`src/rtl/uart_rx_fifo.sv`:
```
// uart_rx_fifo: receive-side byte FIFO behind a UART receiver.
//
// Converts the receiver's level-style data-valid (rx_ready) into a single
// push per assertion, buffers bytes in a DEPTH-entry circular memory and
// presents the oldest byte first-word-fall-through on rd_data.
//
// Ports:
//   clk        in   single clock, rising edge
//   reset      in   asynchronous, active-low
//   rx_data    in   [WIDTH]  received byte
//   rx_ready   in   receiver data-valid level
//   rd_en      in   consumer pop request (ignored while empty)
//   rd_data    out  [WIDTH]  head byte, valid whenever empty==0
//   empty      out  count == 0
//   full       out  count == DEPTH
//   count      out  [log2(DEPTH)+1]  occupancy
//   overflow   out  sticky: a byte arrived while full with no pop
//   clear_ovf  in   synchronous clear of overflow (a coinciding set wins)
//
// Configuration macro: UART_RX_FIFO_OVERWRITE_EN
//   defined   -> a byte arriving while full replaces the oldest entry
//   undefined -> a byte arriving while full is dropped (default)
module uart_rx_fifo #(
  parameter int unsigned DEPTH = 16,
  parameter int unsigned WIDTH = 8
) (
  input  logic                   clk,
  input  logic                   reset,
  input  logic [WIDTH-1:0]       rx_data,
  input  logic                   rx_ready,
  input  logic                   rd_en,
  output logic [WIDTH-1:0]       rd_data,
  output logic                   empty,
  output logic                   full,
  output logic [$clog2(DEPTH):0] count,
  output logic                   overflow,
  input  logic                   clear_ovf
);

  localparam int unsigned AW = $clog2(DEPTH);
  localparam int unsigned CW = AW + 1;

  logic [WIDTH-1:0] mem [DEPTH];
  logic [AW-1:0]    wr_ptr;
  logic [AW-1:0]    rd_ptr;
  logic             rx_ready_q;

  logic wr_ev;    // rising edge of rx_ready
  logic pop;      // accepted read
  logic push;     // write that grows or keeps occupancy
  logic ovf_ev;   // write arriving while full with no pop
  logic mem_we;   // memory write strobe
  logic rd_adv;   // read pointer advance

  // Status and FWFT head are decoded straight from the registered state.
  assign empty   = (count == '0);
  assign full    = (count == CW'(DEPTH));
  assign rd_data = mem[rd_ptr];

  assign wr_ev  = rx_ready & ~rx_ready_q;
  assign pop    = rd_en & ~empty;
  // A pop in the same cycle frees the slot, so a full FIFO still accepts.
  assign push   = wr_ev & (~full | pop);
  assign ovf_ev = wr_ev & full & ~pop;

`ifdef UART_RX_FIFO_OVERWRITE_EN
  // Overwrite: store at the tail and drop the oldest by advancing the head.
  assign mem_we = push | ovf_ev;
  assign rd_adv = pop | ovf_ev;
`else
  // Drop: the incoming byte is discarded, pointers stay put.
  assign mem_we = push;
  assign rd_adv = pop;
`endif

  // Storage array; intentionally not reset.
  always_ff @(posedge clk) begin
    if (mem_we) begin
      mem[wr_ptr] <= rx_data;
    end
  end

  // Pointers, occupancy, edge detector and sticky overflow.
  always_ff @(posedge clk or negedge reset) begin
    if (!reset) begin
      wr_ptr     <= '0;
      rd_ptr     <= '0;
      count      <= '0;
      rx_ready_q <= 1'b0;
      overflow   <= 1'b0;
    end else begin
      rx_ready_q <= rx_ready;

      if (mem_we) begin
        wr_ptr <= wr_ptr + AW'(1);
      end
      if (rd_adv) begin
        rd_ptr <= rd_ptr + AW'(1);
      end

      if (push && !pop) begin
        count <= count + CW'(1);
      end else if (pop && !push) begin
        count <= count - CW'(1);
      end

      if (ovf_ev) begin
        overflow <= 1'b1;
      end else if (clear_ovf) begin
        overflow <= 1'b0;
      end
    end
  end

endmodule

```
`config.mk`:
```
export PLATFORM = sky130hd
export DESIGN_NAME = uart_rx_fifo
export DESIGN_NICKNAME = d
export VERILOG_FILES = /design/src/rtl/uart_rx_fifo.sv
export SDC_FILE = /design/constraint.sdc
export NUM_CORES = 1
export LEC_CHECK = 0
export ABC_AREA = 0
export CAP_MARGIN = 20
export CORE_ASPECT_RATIO = 1.4
export CORE_MARGIN = 8
export CORE_UTILIZATION = 40
export CTS_BUF_LIST = sky130_fd_sc_hd__clkbuf_8
export DETAILED_ROUTE_END_ITERATION = 10
export SKIP_CTS_REPAIR_TIMING = 1
export SLEW_MARGIN = 20
export SYNTH_ARGS = -nofsm -noshare
export SYNTH_HDL_FRONTEND = slang
export SYNTH_SLANG_ARGS = --single-unit
```
`constraint.sdc`:
```
create_clock -name clk -period 2.6 [get_ports clk]
set_input_delay 0.78 -clock clk [delete_from_list [all_inputs] [get_ports clk]]
set_output_delay 0.78 -clock clk [all_outputs]
set_load 0.05 [all_outputs]
```
==> metrics.md <==
| Metric | Value |
|---|---|
| Total grt overflow | `0` |
| Final-report setup violation count | `8` |
| Placed inst area | `0.00673 mm2` |
| Post-DRT Antenna Nets | `0` |
| Number of I/O pins | `29` |
| Number of buffers created by CTS | `17` |
| Setup slack after layout | `-0.286 ns` |
| Post-synthesis sequential element count | `143` |
| Core Footprint | `0.0144 mm2` |
| Count of port buffers added during placement | `28` |
| Pins Over Slew Limit | `0` |
| Worst hold path type | `reg2reg` |
| Diode count | `0` |
| Clock insertion delay at the later pin of the skew report | `0.43 ns` |
| Sort of element at the end of the critical path | `primary output` |
| Cell count of the worst hold path | `2` |
| Clock tree from TritonCTS | `yes` |
| Synthesized net count | `352` |
| Initial cell density of the core | `0.408` |
| Syn avg cell area | `17.9 um2` |
| Maximum VDD drop | `894 uV` |
| Number of clock sinks | `143` |
| Critical path type | `reg2out` |
| Pin count of the biggest net entering global routing | `33` |
| WL final | `12.4 mm` |
| Data arrival time of the critical path | `2.11 ns` |
| Std cell rows | `52` |
| Instance count after placement with tap cells included | `569` |
| Total die area | `0.0189 mm2` |
| Critical-path cell with the highest stage delay | `dfrtp_2` |
| Max transition margin | `0.570` |
| Largest cells by area after synthesis | `edfxtp_1, dfrtp_1, mux4_2` |
| Minimum setup slack after placement | `-0.313 ns` |
| Post-route standard cell area excluding fillers | `0.00746 mm2` |
| FMAX | `0.347 GHz` |
| Clock Path Buffers | `2` |
| RR Endpoint | `count[4]$_DFFE_PN0P_` |
| Number of library cell types mapped by synthesis | `38` |
| Wire length of the first global-routing pass | `18.7 mm` |
| Count of vias placed by the detailed router | `3141` |
| Endpoint with the worst hold slack | `overflow$_DFFE_PN0P_` |
| Family with the most delay on the worst path | `compound AO/OA/AOI/OAI gates` |
| Post-layout net count | `430` |
| Register-to-register setup slack | `0.07 ns` |
| Req. time, crit path | `1.82 ns` |
| Post-DR wirelength/cell | `20.4 um` |
| Static leakage power | `2.68 nW` |
| Hold wc startpoint | `overflow$_DFFE_PN0P_` |
| Router iterations before antenna repair | `4` |
| Reported max-cap violation count | `0` |
| Fraction of final layout cells sized beyond drive strength 1 | `0.332` |
| Share of the synthesized area in the top cell type | `0.653` |
| RSZ-0062 raised after global routing | `true` |
| Worst-case hold slack | `0.544 ns` |
| Post-synthesis to final-layout area growth | `26.7%` |
| Final period util | `1.11` |
| Share of the yosys chip area belonging to registers | `0.717` |
| Y dimension of the die | `160 um` |
| Total chip power | `8.58 mW` |
| Number of cells produced by synthesis | `329` |
| H-Tree Depth | `4` |
| Cell at the root of the clock tree | `clkbuf_8` |
| Period minus WS final | `2.89 ns` |
| Result of the run | `finished with violations` |
| Number of cells on the worst reg-to-reg path | `10` |
| Clock input transition at the sequential cells of the worst setup and hold paths | `0.07 ns` |
| Nature of the critical path startpoint | `register` |
| GP Congestion | `0.770` |
| Number of global-route vias before repair | `3329` |
| Largest fanout on the critical path | `16` |
| Commonest cells after routing, fill and taps aside | `edfxtp_1, mux2i_1, buf_4, nand2_1, clkbuf_8` |
| Setup TNS | `-2.06 ns` |
| Remaining design rule violation count | `0` |
| CP cell instances | `buf_4 -> buf_12 -> mux2i_1 -> a221oi_2 -> a22oi_2 -> nand2_1 -> buf_6` |
| Actual transition at the worst max-transition pin | `0.643 ns` |
| Count of final hold-check violations | `0` |
| Final cell count without fillers | `608` |
| DRC marker count from the first detailed-route iteration | `176` |
| Via density | `5.17` |
| Aggregate global-route resource usage | `0.130` |
| Final HPWL DP | `8.23 mm` |
| RR Startpoint | `count[3]$_DFFE_PN0P_` |
| Most frequent standard cell in the layout excluding fill and tap cells | `edfxtp_1` |
| YS warnings | `0` |
| Critical path buffers and inverters | `3` |
| Die W | `119 um` |
| Filler Cell Count | `1192` |
| Layout Skew | `0.00989 ns` |
| Summed instance area of the synthesized netlist | `0.00589 mm2` |
| Power per standard cell area | `1150 mW/mm2` |
| Number of antenna violations at the first check in global routing | `0` |
| Max stage delay on crit path | `0.45 ns` |
| Utilization of the core after routing | `0.516` |
| Violated checks | `setup timing` |
| Most area-hungry cell type in the Yosys netlist | `edfxtp_1` |
worst max-delay path by stage:
stage,startpoint,endpoint,slack (ns),depth (start not counted)
after CTS,rd_ptr[0]$_DFFE_PN0N_,rd_data[5],-0.39,6
after floorplan,count[0]$_DFFE_PN0P_,count[4]$_DFFE_PN0P_,-0.04,10
after detailed placement,rx_ready,count[4]$_DFFE_PN0P_,-0.31,10
final,rd_ptr[0]$_DFFE_PN0N_,rd_data[5],-0.29,7
after global routing,rd_ptr[0]$_DFFE_PN0N_,rd_data[5],-0.40,7
after global placement,rx_ready,count[4]$_DFFE_PN0P_,-0.24,10
worst reg2reg max path, cell delays in order (launching register included):
cell	delay, ns
dfrtp_2	0.41
or4_4	0.56
o21a_1	0.21
inv_2	0.07
ha_4	0.14
inv_4	0.05
fa_2	0.34
a21o_1	0.17
a21oi_2	0.14
mux2i_2	0.24
xnor2_1	0.13
synthesized netlist by cell type:
| cell type | count |
|---|---|
| edfxtp_1 | 128 |
| nand3b_1 | 1 |
| o21a_1 | 1 |
| xnor2_1 | 9 |
| or4_4 | 1 |
| nand3_1 | 1 |
| nor3b_1 | 1 |
| nand4_1 | 1 |
| mux2i_1 | 33 |
| ha_1 | 9 |
| nor2b_1 | 1 |
| inv_1 | 10 |
| and3b_1 | 1 |
| xor2_1 | 1 |
| buf_2 | 1 |
| o22ai_1 | 1 |
| mux2_2 | 1 |
| nand2_1 | 17 |
| buf_4 | 4 |
| a221oi_1 | 15 |
| a21o_1 | 2 |
| mux4_2 | 16 |
| buf_6 | 7 |
| a22oi_1 | 8 |
| clkbuf_1 | 3 |
| nand2b_1 | 1 |
| dfrtp_1 | 15 |
| a31oi_4 | 1 |
| and2_4 | 1 |
| o21ai_0 | 11 |
| nor2_1 | 7 |
| fa_1 | 1 |
| and2_1 | 13 |
| inv_2 | 1 |
| nor4_2 | 1 |
| a221oi_2 | 1 |
| a21oi_1 | 2 |
| and3_1 | 1 |
kinds of logic (layout without fill, tap and decap cells):
family | after synthesis | in the layout | share of synthesized area
compound gates | 42 | 42 | 0.0546
xor+xnor | 10 | 10 | 0.0149
fa+ha+maj | 10 | 10 | 0.0225
buf+inv | 26 | 116 | 0.0283
flops | 143 | 143 | 0.717
mux | 50 | 50 | 0.119
simple gates | 48 | 48 | 0.0438
layout make-up:
cell class	count	area (um2)	area share
clock buffers	17	234	0.0314
clock inverters	14	214	0.0287
inverters	11	43.8	0.00587
multi-input cells	160	1650	0.221
flip-flops and latches	143	4220	0.566
well taps	189	236	0.0317
repair buffers	74	856	0.115
flip-flops by register name (all words and copies together), names as in the netlist:
| register | count |
|---|---|
| count | 5 |
| mem | 128 |
| overflow | 1 |
| rd_ptr | 4 |
| rx_ready_q | 1 |
| wr_ptr | 4 |
power by group:
part	total [mW]	internal, mW	switching [mW]
combinational	3.76	1.63	2.12
sequential	2.85	2.72	0.129
clock	1.97	1.14	0.828
total	8.58	5.50	3.08
per-layer routing:
layer / global-route usage / vias up / wire length (um)
met5: 0 / - / 0
met4: 0.0583 / 0 / 193
met3: 0.0302 / 11 / 302
met2: 0.236 / 41 / 7130
met1: 0.141 / 1632 / 4760
li1: - / 1457 / -
Power figures use the tool's default switching activity.
